--- config.mk ---
export PLATFORM = sky130hd
export DESIGN_NAME = cordic_sram_resp_flat
export DESIGN_NICKNAME = d
export VERILOG_FILES = /design/src/rtl/cordic_sram_resp_if.sv /design/src/rtl/cordic_sram_resp.sv /design/src/flat_wrapper.sv
export SDC_FILE = /design/constraint.sdc
export NUM_CORES = 1
export LEC_CHECK = 0
export CELL_PAD_IN_SITES_DETAIL_PLACEMENT = 0
export CELL_PAD_IN_SITES_GLOBAL_PLACEMENT = 1
export CORE_MARGIN = 2
export CORE_UTILIZATION = 50
export DETAILED_ROUTE_END_ITERATION = 6
export GPL_TIMING_DRIVEN = 0
export PLACE_DENSITY = 0.78
export SYNTH_ARGS = -nofsm -noshare
export SYNTH_HDL_FRONTEND = slang
export SYNTH_SLANG_ARGS = --single-unit
--- constraint.sdc ---
create_clock -name clk -period 3.35 [get_ports clk]
set_input_delay 0.335 -clock clk [delete_from_list [all_inputs] [get_ports clk]]
set_output_delay 0.335 -clock clk [all_outputs]
set_load 0.01 [all_outputs]
--- src/rtl/cordic_sram_resp_if.sv ---
// Bus bundle between the CORDIC engine / host datapath (master) and the
// sample-buffer responder (slave): engine SRAM port plus load/drain streams.
interface cordic_sram_resp_if #(
    parameter int DW = 16,
    parameter int AW = 5
);
    logic          ce_n;
    logic          we;
    logic [AW-1:0] addr;
    logic [DW-1:0] wdata;
    logic [DW-1:0] rdata;
    logic          eng_start;
    logic          eng_finish;
    logic          host_start;
    logic          in_valid;
    logic          in_ready;
    logic [DW-1:0] in_data;
    logic          out_valid;
    logic          out_ready;
    logic [DW-1:0] out_data;
    logic          done;
    logic          err;

    modport master (
        output ce_n, we, addr, wdata, eng_finish, host_start,
               in_valid, in_data, out_ready,
        input  rdata, eng_start, in_ready, out_valid, out_data, done, err
    );

    modport slave (
        input  ce_n, we, addr, wdata, eng_finish, host_start,
               in_valid, in_data, out_ready,
        output rdata, eng_start, in_ready, out_valid, out_data, done, err
    );
endinterface

--- src/rtl/cordic_sram_resp.sv ---
// Sample-buffer responder for the CORDIC engine SRAM bus: batch load, engine run, drain.
// Define CORDIC_SRAM_ERR_EN to build the sticky protocol-error detector on err.
module cordic_sram_resp #(
    parameter int DW    = 16,
    parameter int AW    = 5,
    parameter int DEPTH = 32
) (
    input  logic               clk,
    input  logic               rst,
    cordic_sram_resp_if.slave  bus
);
    typedef enum logic [1:0] {IDLE, LOAD, RUN, DRAIN} state_t;

    localparam logic [AW-1:0] LAST = AW'(DEPTH - 1);

    logic [DW-1:0] mem [DEPTH];

    state_t        state_q, state_d;
    logic [AW-1:0] ptr_q, ptr_d;
    logic [DW-1:0] rdata_q, rdata_d;
    logic          eng_start_q, eng_start_d;
    logic          out_valid_q, out_valid_d;
    logic [DW-1:0] out_data_q, out_data_d;
    logic          issued_q, issued_d;
    logic          done_q, done_d;
    logic          in_ready_c;
    logic          mem_we;
    logic [AW-1:0] mem_waddr;
    logic [DW-1:0] mem_wdata;

    always_comb begin
        state_d     = state_q;
        ptr_d       = ptr_q;
        rdata_d     = rdata_q;
        eng_start_d = 1'b0;
        out_valid_d = out_valid_q;
        out_data_d  = out_data_q;
        issued_d    = issued_q;
        done_d      = 1'b0;
        in_ready_c  = 1'b0;
        mem_we      = 1'b0;
        mem_waddr   = ptr_q;
        mem_wdata   = bus.in_data;
        case (state_q)
            IDLE: begin
                if (bus.host_start) begin
                    state_d = LOAD;
                    ptr_d   = '0;
                end
            end
            LOAD: begin
                in_ready_c = 1'b1;
                if (bus.in_valid) begin
                    mem_we = 1'b1;
                    if (ptr_q == LAST) begin
                        state_d     = RUN;
                        ptr_d       = '0;
                        eng_start_d = 1'b1;
                    end else begin
                        ptr_d = ptr_q + AW'(1);
                    end
                end
            end
            RUN: begin
                if (!bus.ce_n) begin
                    if (bus.we) begin
                        mem_we    = 1'b1;
                        mem_waddr = bus.addr;
                        mem_wdata = bus.wdata;
                    end else begin
                        rdata_d = mem[bus.addr];
                    end
                end
                if (bus.eng_finish) begin
                    state_d  = DRAIN;
                    ptr_d    = '0;
                    issued_d = 1'b0;
                end
            end
            DRAIN: begin
                // issued_q marks that the final word already sits in the output stage
                if (out_valid_q && bus.out_ready && issued_q) begin
                    state_d     = IDLE;
                    out_valid_d = 1'b0;
                    done_d      = 1'b1;
                end else if ((!out_valid_q || bus.out_ready) && !issued_q) begin
                    out_valid_d = 1'b1;
                    out_data_d  = mem[ptr_q];
                    if (ptr_q == LAST) issued_d = 1'b1;
                    else               ptr_d    = ptr_q + AW'(1);
                end else if (out_valid_q && bus.out_ready) begin
                    out_valid_d = 1'b0;
                end
            end
            default: state_d = IDLE;
        endcase
    end

    always_ff @(posedge clk) begin
        if (rst) begin
            state_q     <= IDLE;
            ptr_q       <= '0;
            rdata_q     <= '0;
            eng_start_q <= 1'b0;
            out_valid_q <= 1'b0;
            out_data_q  <= '0;
            issued_q    <= 1'b0;
            done_q      <= 1'b0;
        end else begin
            state_q     <= state_d;
            ptr_q       <= ptr_d;
            rdata_q     <= rdata_d;
            eng_start_q <= eng_start_d;
            out_valid_q <= out_valid_d;
            out_data_q  <= out_data_d;
            issued_q    <= issued_d;
            done_q      <= done_d;
        end
    end

    // Buffer contents survive reset; a new batch rewrites every word.
    always_ff @(posedge clk) begin
        if (mem_we && !rst) mem[mem_waddr] <= mem_wdata;
    end

`ifdef CORDIC_SRAM_ERR_EN
    logic err_q;
    logic err_evt;

    assign err_evt = (!bus.ce_n && state_q != RUN) ||
                     (bus.in_valid && state_q != LOAD) ||
                     (bus.eng_finish && state_q != RUN);

    always_ff @(posedge clk) begin
        if (rst) err_q <= 1'b0;
        else     err_q <= err_q | err_evt;
    end

    assign bus.err = err_q;
`else
    assign bus.err = 1'b0;
`endif

    assign bus.rdata     = rdata_q;
    assign bus.eng_start = eng_start_q;
    assign bus.in_ready  = in_ready_c;
    assign bus.out_valid = out_valid_q;
    assign bus.out_data  = out_data_q;
    assign bus.done      = done_q;
endmodule

--- src/flat_wrapper.sv ---
// flat-port wrapper written by rule: the top's interface ports become plain ports
module cordic_sram_resp_flat 
#(
    parameter int DW    = 16,
    parameter int AW    = 5,
    parameter int DEPTH = 32
)
  (clk, rst, bus_ce_n, bus_we, bus_addr, bus_wdata, bus_eng_finish, bus_host_start, bus_in_valid, bus_in_data, bus_out_ready, bus_rdata, bus_eng_start, bus_in_ready, bus_out_valid, bus_out_data, bus_done, bus_err);
  cordic_sram_resp_if #(.DW(DW), .AW(AW)) bus_i ();
  input  logic clk;
  input  logic rst;
  input wire logic [$bits(bus_i.ce_n)-1:0] bus_ce_n;
  input wire logic [$bits(bus_i.we)-1:0] bus_we;
  input wire logic [$bits(bus_i.addr)-1:0] bus_addr;
  input wire logic [$bits(bus_i.wdata)-1:0] bus_wdata;
  input wire logic [$bits(bus_i.eng_finish)-1:0] bus_eng_finish;
  input wire logic [$bits(bus_i.host_start)-1:0] bus_host_start;
  input wire logic [$bits(bus_i.in_valid)-1:0] bus_in_valid;
  input wire logic [$bits(bus_i.in_data)-1:0] bus_in_data;
  input wire logic [$bits(bus_i.out_ready)-1:0] bus_out_ready;
  output wire logic [$bits(bus_i.rdata)-1:0] bus_rdata;
  output wire logic [$bits(bus_i.eng_start)-1:0] bus_eng_start;
  output wire logic [$bits(bus_i.in_ready)-1:0] bus_in_ready;
  output wire logic [$bits(bus_i.out_valid)-1:0] bus_out_valid;
  output wire logic [$bits(bus_i.out_data)-1:0] bus_out_data;
  output wire logic [$bits(bus_i.done)-1:0] bus_done;
  output wire logic [$bits(bus_i.err)-1:0] bus_err;
  assign bus_i.ce_n = bus_ce_n;
  assign bus_i.we = bus_we;
  assign bus_i.addr = bus_addr;
  assign bus_i.wdata = bus_wdata;
  assign bus_i.eng_finish = bus_eng_finish;
  assign bus_i.host_start = bus_host_start;
  assign bus_i.in_valid = bus_in_valid;
  assign bus_i.in_data = bus_in_data;
  assign bus_i.out_ready = bus_out_ready;
  assign bus_rdata = bus_i.rdata;
  assign bus_eng_start = bus_i.eng_start;
  assign bus_in_ready = bus_i.in_ready;
  assign bus_out_valid = bus_i.out_valid;
  assign bus_out_data = bus_i.out_data;
  assign bus_done = bus_i.done;
  assign bus_err = bus_i.err;
  cordic_sram_resp #(.DW(DW), .AW(AW), .DEPTH(DEPTH)) u_core (.clk(clk), .rst(rst), .bus(bus_i));
endmodule
==> results.tsv, run 1 <==
stage	metric	value	unit
outcome	result of the run	finished with violations	
outcome	violations in the final reports	negative setup slack	
timing	setup repair after global routing missed its margin	yes	
setup_path	Setup crit end kind	flop	
cts	maximum level of the CTS H-tree	2	
timing	highest attainable clock frequency	0.284	GHz
hold_path	Min-Delay Startpoint	rst	
grt	largest net degree at the start of global routing	33	
routing	remaining number of nets flagged by the antenna check after routing	0	
timing	transition time at the pin with the least slew margin	1.31	ns
routing	WL final	96900	um
setup_path	Worst R2R Start	u_core.state_q[0]$_SDFFE_PP0P_	
setup_path	Critical Path Start	u_core.state_q[0]$_SDFFE_PP0P_	
routing	Metal-1 WL	35100	um
cts	clk sink count	555	
pwr	peak supply drop	0.000420	V
timing	relative slew slack	12.9	%
logic_synthesis	Netlist Area Pre-Place	0.0265	mm2
pwr	combinational cell fraction of total power	20.5	%
die	floorplan row count	84	
die	floorplan core area	0.0524	mm2
setup_path	last element of the critical path	u_core.mem[3][0]$_DFFE_PP_	
logic_synthesis	leading cell types by count after synthesis	edfxtp_1 (512), mux2i_1 (465), a22oi_1 (209), a21oi_1 (108), nor2_1 (78)	
run	maximum capacitance violations	0	
cells_and_area	FILL cells	4073	
die	DIE HEIGHT	234	um
cts	root cell of the clock tree	clkbuf_16	
setup_path	Critical R2R Capture	u_core.mem[3][0]$_DFFE_PP_	
cts	CTS clock-pin slew for the worst setup and hold paths	0.06	ns
logic_synthesis	share of flip-flops with an asynchronous set or reset after synthesis	0	%
cells_and_area	Post-layout nets	2035	
setup_path	flop-to-flop setup slack	-0.18	ns
setup_path	CP required	3.69	ns
pwr	Pleak	0.0103	uW
logic_synthesis	leading register cell type out of synthesis	edfxtp_1	
placed_design	weighted congestion at the end of routability-driven global placement	0.965	
routing	routed wirelength normalized by instance count	35.6	um
routing	vias post-DR	18400	
pwr	switching power total	5190	uW
routing	Remaining DRCs	0	
grt	number of antenna violations at the first check in global routing	3	
logic_synthesis	largest cells by area after synthesis	edfxtp_1 (58%), mux2i_1 (18%), a22oi_1 (5.9%), dfxtp_1 (3.2%), a21oi_1 (2.0%)	
pwr	share of power burned in registers	42.9	%
die	Top-Level Pins	82	
logic_synthesis	Distinct cells, synth	48	
timing	Max Transition Viols Final	0	
logic_synthesis	top-area cell type share of the netlist area	58.0	%
logic_synthesis	count of flip-flops with a built-in enable after synthesis	512	
pwr	share of power burned in the clock network	36.7	%
grt	wire length of the first global-routing pass	133000	um
timing	setup TNS	-7.30	ns
pwr	power density normalized to cell area	590	mW/mm2
logic_synthesis	number of register bits inferred by synthesis	555	
setup_path	number of cells traversed by the worst register-to-register path	8	
timing	worst hold slack	0.123	ns
placed_design	PortBufs	78	
logic_synthesis	Post-Syn Area per Cell	14.6	um2
logic_synthesis	Yosys top cell by area	edfxtp_1	
hold_path	type of the most critical hold path	in -> reg	
cells_and_area	fraction of layout cells with a size suffix above 1	15.2	%
timing	final-report setup violation count	132	
setup_path	highest fanout seen on the critical path	9	
placed_design	post-detailed-placement cell area	0.0288	mm2
routing	number of iterations in the first detailed-routing pass	5	
cts	Skew-Pair Late Insertion Delay	0.64	ns
cts	TritonCTS clock tree	built	
grt	all-layer global routing usage	35.4	%
cells_and_area	Final Core Density	58.8	%
timing	Final Worst Setup Slack	-0.177	ns
routing	detailed-routed wire length on met3	10400	um
cells_and_area	Area Growth Syn to Fin	16.4	%
routing	highest routed layer	met5	
die	Starting Density	50.6	%
placed_design	Placement Setup Slack	-0.490	ns
cells_and_area	Design Area, Final	0.0309	mm2
setup_path	startpoint type of the worst setup path	flop	
logic_synthesis	share of synthesized area occupied by flip-flops and latches	61.2	%
grt	via count of the first global-routing pass	18000	
routing	routed vias/inst	6.75	
timing	count of endpoints failing hold in the final timing report	0	
timing	Worst Clk Skew	0.0135	ns
timing	share of the cycle needed by the critical path after routing	105	%
grt	GRT overflow	0	
pwr	Power Internal	13000	uW
logic_synthesis	most frequent cell after synthesis	edfxtp_1	
die	DIE AREA	0.0549	mm2
logic_synthesis	Net Count, Synth	1864	
timing	minimum clock period	3.53	ns
logic_synthesis	number of warnings printed during yosys synthesis	0	
setup_path	type of the worst setup path	reg -> reg	
cells_and_area	sequential cell area in the final layout	0.0162	mm2
cts	number of buffers between clock root and the deepest sink	3	
cts	hold-fix buffer count after cts	0	
routing	Detailed Route Iter0 Violations	2731	
setup_path	CP Data Arrival Time	3.86	ns
die	die extent in x	234	um
pwr	proportion of total power due to net switching	28.5	%
cts	clock buffer count from CTS	57	
placed_design	sum of net half-perimeters after detailed placement	68000	um
logic_synthesis	post-synthesis cell count	1810	
routing	DR WL met2	43800	um
cells_and_area	multi-input gate area in the final layout	0.00958	mm2
[metrics by stage]
| step | total power, uW | cells |
|---|---|---|
| after detailed placement | 11600 | 2608 |
| after global routing | 18600 | 2718 |
| after CTS | 18100 | 2716 |
| after floorplan | 10200 | 1810 |
| final | 18200 | 2721 |
| after global placement | 11500 | 2576 |
[cell families after synthesis]
kind of cell    after synthesis  share of synthesized area (%)
buf+inv                     144                           3.20
other cells                   1                         0.0141
flops                       555                           61.2
compound gates              400                           10.8
fa+ha+maj                     9                          0.425
xor+xnor                      2                         0.0661
mux                         523                           21.0
simple gates                176                           3.27
[critical path, cell delays in order (launching register included)]
cell	delay, ns
dfxtp_1	0.37
inv_1	0.11
ha_1	0.24
nand3b_1	0.50
mux2i_1	0.33
or3_1	0.41
clkbuf_1	0.33
nor2_2	0.67
buf_8	0.25
[layout by cell type (no fill, tap or decap), types with 28 or more instances in the layout]
cell             instances
a21oi_1                108
a22oi_1                209
buf_4                   28
buf_8                   32
clkbuf_1                72
clkbuf_16               61
clkdlybuf4s50_1         78
dfxtp_1                 43
edfxtp_1               512
mux2_2                  34
mux2i_1                465
nand2_1                 29
nor2_1                  45
[layer usage]
metal,up-vias,global-route usage [%]
met4,4,24.1
met5,-,0
met1,9201,43.4
li1,7601,-
met3,330,8.65
met2,1240,55.4
[how the worst min path moves through the flow]
stage	end	cells past startpoint
finish	u_core.bus.done$_SDFF_PP0_	2
CTS	u_core.bus.done$_SDFF_PP0_	2
detailed placement	u_core.issued_q$_SDFFE_PP0P_	2
global placement	u_core.issued_q$_SDFFE_PP0P_	2
floorplan	u_core.issued_q$_SDFFE_PP0P_	2
global route	u_core.bus.done$_SDFF_PP0_	2
[final cells by class]
cell class	count	area share, %
antenna	3	0.0243
timing repair buffer	112	4.42
tap	688	2.79
multi-input combinational	1111	31.0
buffer	135	2.64
inverter	9	0.109
sequential	555	52.6
clock inverter	21	0.762
clock buffer	87	5.62
[registers in the layout (all words and copies together), names as in the netlist]
| signal | count |
|---|---|
| u_core.mem | 512 |
| u_core.bus.out_data | 16 |
| u_core.bus.rdata | 16 |
| u_core.ptr_q | 5 |
| u_core.state_q | 2 |
| u_core.bus.done | 1 |
| u_core.bus.eng_start | 1 |
| u_core.bus.out_valid | 1 |
| u_core.issued_q | 1 |
[timing repair]
action,CTS,global route
pin swaps,0,2
setup endpoints to repair,157,183
gates resized for setup,12,3
buffers inserted,0,2
[power groups by stage]
stage	sequential, uW	combinational (uW)	clock, uW
after global placement	7950	3550	0
after CTS	7810	3630	6660
final	7810	3730	6680
after floorplan	7960	2200	0
after detailed placement	7960	3610	0
after global routing	7820	3820	6930
(Power assumes the default switching activity.)
==> inputs of run 2 (changes only) <==
--- a/config.mk
+++ b/config.mk
@@ -9,6 +9,7 @@
 export CELL_PAD_IN_SITES_GLOBAL_PLACEMENT = 1
 export CORE_MARGIN = 2
 export CORE_UTILIZATION = 50
+export CTS_BUF_LIST = sky130_fd_sc_hd__clkbuf_4 sky130_fd_sc_hd__clkbuf_8
 export DETAILED_ROUTE_END_ITERATION = 6
 export GPL_TIMING_DRIVEN = 0
 export PLACE_DENSITY = 0.78
==> run 2 against run 1 <==
Effect of this change: the run ends with design-rule violations, negative setup slack left; clock power is 9.4% lower; global-route usage grew 0.35 points; utilization decreased by 0.29 points; worst setup slack barely moved; die area is the same; total power shrank 3.4%; critical path depth stayed put; combinational power hardly changed; critical endpoint is now u_core.mem[3][5]$_DFFE_PP_; largest cell class unchanged; highest routed layer unchanged.
==> results.tsv, run 2 (synthesis results as in run 1) <==
stage	metric	value	unit
hold_path	WHS Path Cells	2	
timing	Worst Clk Skew	0.0245	ns
setup_path	Setup crit end kind	flop	
die	die extent in x	234	um
hold_path	worst-case hold path end point	u_core.bus.done$_SDFF_PP0_	
die	floorplan core area	0.0524	mm2
pwr	proportion of total power due to net switching	30.3	%
cts	root cell of the clock tree	clkbuf_8	
setup_path	cell chain of the critical path	inv_1 > ha_1 > nand3b_1 > mux2i_1 > or3_1 > clkbuf_1 > nor2_2 > buf_8	
timing	minimum clock period	3.53	ns
routing	Remaining DRCs	1	
placed_design	Placement Setup Slack	-0.490	ns
setup_path	flop-to-flop setup slack	-0.18	ns
cells_and_area	register containing the most flip-flops in the final layout	u_core.mem	
routing	WL final	98000	um
pwr	Pleak	0.0103	uW
die	DIE AREA	0.0549	mm2
cells_and_area	most frequent standard cell in the layout excluding fill and tap cells	edfxtp_1	
timing	transition time at the pin with the least slew margin	1.37	ns
setup_path	highest fanout seen on the critical path	9	
hold_path	Min-Delay Startpoint	rst	
cts	Skew-Pair Late Insertion Delay	0.70	ns
setup_path	CP Data Arrival Time	3.92	ns
cts	hold-fix buffer count after cts	0	
grt	number of antenna violations at the first check in global routing	2	
pwr	share of power burned in registers	44.4	%
setup_path	Worst R2R Start	u_core.state_q[0]$_SDFFE_PP0P_	
cells_and_area	Post-layout nets	2069	
timing	Final Worst Setup Slack	-0.178	ns
grt	largest net degree at the start of global routing	33	
setup_path	type of the worst setup path	reg -> reg	
pwr	share of power burned in the clock network	34.3	%
die	Top-Level Pins	82	
setup_path	delay of the slowest critical-path stage	0.67	ns
outcome	violations in the final reports	design-rule violations, negative setup slack	
timing	setup repair after global routing missed its margin	yes	
pwr	peak supply drop	0.000312	V
routing	vias post-DR	18700	
cts	clk sink count	555	
outcome	result of the run	finished with violations	
grt	wire length of the first global-routing pass	134000	um
cts	CTS clock-pin slew for the worst setup and hold paths	0.06	ns
cts	TritonCTS clock tree	built	
cts	clock buffer count from CTS	91	
cts	number of buffers between clock root and the deepest sink	3	
cells_and_area	most frequent cells in the layout	edfxtp_1 (512), mux2i_1 (465), a22oi_1 (209)	
pwr	combinational cell fraction of total power	21.3	%
timing	highest attainable clock frequency	0.283	GHz
pwr	switching power total	5330	uW
grt	all-layer global routing usage	35.7	%
die	DIE HEIGHT	234	um
setup_path	number of cells traversed by the worst register-to-register path	8	
grt	via count of the first global-routing pass	18300	
setup_path	CP required	3.74	ns
routing	number of iterations in the first detailed-routing pass	7	
setup_path	startpoint type of the worst setup path	flop	
run	maximum capacitance violations	0	
grt	GRT overflow	0	
routing	routed wirelength normalized by instance count	35.2	um
pwr	power density normalized to cell area	573	mW/mm2
placed_design	PortBufs	78	
timing	final-report setup violation count	136	
setup_path	Critical R2R Capture	u_core.mem[3][5]$_DFFE_PP_	
cts	maximum level of the CTS H-tree	3	
timing	share of the cycle needed by the critical path after routing	105	%
routing	routed vias/inst	6.71	
die	floorplan row count	84	
routing	remaining number of nets flagged by the antenna check after routing	0	
timing	count of endpoints failing hold in the final timing report	0	
pwr	Power Internal	12300	uW
placed_design	weighted congestion at the end of routability-driven global placement	0.965	
timing	relative slew slack	8.54	%
cells_and_area	fraction of layout cells with a size suffix above 1	17.8	%
cells_and_area	Area Growth Syn to Fin	15.8	%
die	Starting Density	50.6	%
cells_and_area	max reg flops	512	
placed_design	sum of net half-perimeters after detailed placement	68000	um
timing	setup TNS	-7.69	ns
routing	Detailed Route Iter0 Violations	2486	
hold_path	type of the most critical hold path	in -> reg	
setup_path	cell type of the slowest stage on the worst timing path	nor2_2	
timing	Max Transition Viols Final	0	
-- run 2: changes by cell type in the layout (fill, tap and decap cells not counted), sizes merged --
cell / previous run / this run
bufinv: 5 / 3
clkbuf: 151 / 186
clkinv: 11 / 39
clkinvlp: 4 / 5
diode: 3 / 2
inv: 10 / 11
-- run 2: worst max-delay path by stage --
stage	startpoint	end	slack, ns	depth (start not counted)
2_1_floorplan	u_core.state_q[0]$_SDFFE_PP0P_	u_core.mem[11][0]$_DFFE_PP_	0.66	7
3_3_place_gp	bus_ce_n	u_core.mem[16][7]$_DFFE_PP_	-1.38	6
3_5_place_dp	bus_addr[2]	u_core.bus.rdata[11]$_SDFFE_PP0P_	-0.49	7
4_1_cts	u_core.state_q[0]$_SDFFE_PP0P_	u_core.mem[3][0]$_DFFE_PP_	-0.07	8
5_1_grt	u_core.state_q[0]$_SDFFE_PP0P_	u_core.mem[3][5]$_DFFE_PP_	-0.18	8
6_report	u_core.state_q[0]$_SDFFE_PP0P_	u_core.mem[3][5]$_DFFE_PP_	-0.18	8
-- run 2: critical path: cells and delay by family (launching register included) --
family	cells	cell delay [ns]
adder cells (fa/ha/maj)	1	0.24
buffers and inverters	3	0.69
AND/OR/NAND/NOR	3	1.56
multiplexers	1	0.34
flip-flops	1	0.37
-- run 2: stage by stage --
| step | cells | instance area, um2 | utilization [%] | power [uW] | hold WS (ns) |
|---|---|---|---|---|---|
| finish | 2783 | 30700 | 58.6 | 17600 | 0.0642 |
| floorplan | 1810 | 26500 | - | 10200 | 0.466 |
| global placement | 2576 | 28200 | 53.7 | 11500 | 0.502 |
| global route | 2781 | 30700 | 58.6 | 18000 | 0.0889 |
| CTS | 2779 | 30700 | 58.5 | 17500 | 0.0152 |
| detailed placement | 2608 | 28800 | 54.9 | 11600 | 0.496 |
-- run 2: final cells by class --
type | count | area (um2)
clock inverter | 49 | 319
tap | 688 | 861
timing repair buffer | 112 | 1360
fill | 4088 | 21700
clock buffer | 122 | 1510
multi-input combinational | 1111 | 9570
antenna | 2 | 5.00
sequential | 555 | 16200
buffer | 135 | 816
inverter | 9 | 33.8
-- run 2: timing repair --
action,in CTS,in global routing
buffers inserted,0,2
setup endpoints to repair,155,152
resized for setup,11,2
pin swaps,0,2
-- run 2: metal layers --
| metal | vias up | GRT usage [%] | part of all wire (%) |
|---|---|---|---|
| li1 | 7690 | - | - |
| met1 | 9351 | 43.0 | 36 |
| met2 | 1295 | 55.5 | 45 |
| met3 | 326 | 10.3 | 11 |
| met4 | 2 | 25.0 | 7.5 |
| met5 | - | 0 | 0.014 |
-- run 2: power groups by stage --
stage | clock network [uW] | registers, uW | logic (uW)
after floorplan | 0 | 7960 | 2200
after global placement | 0 | 7950 | 3550
after detailed placement | 0 | 7960 | 3610
after CTS | 6050 | 7810 | 3630
after global routing | 6350 | 7820 | 3830
final | 6050 | 7810 | 3740
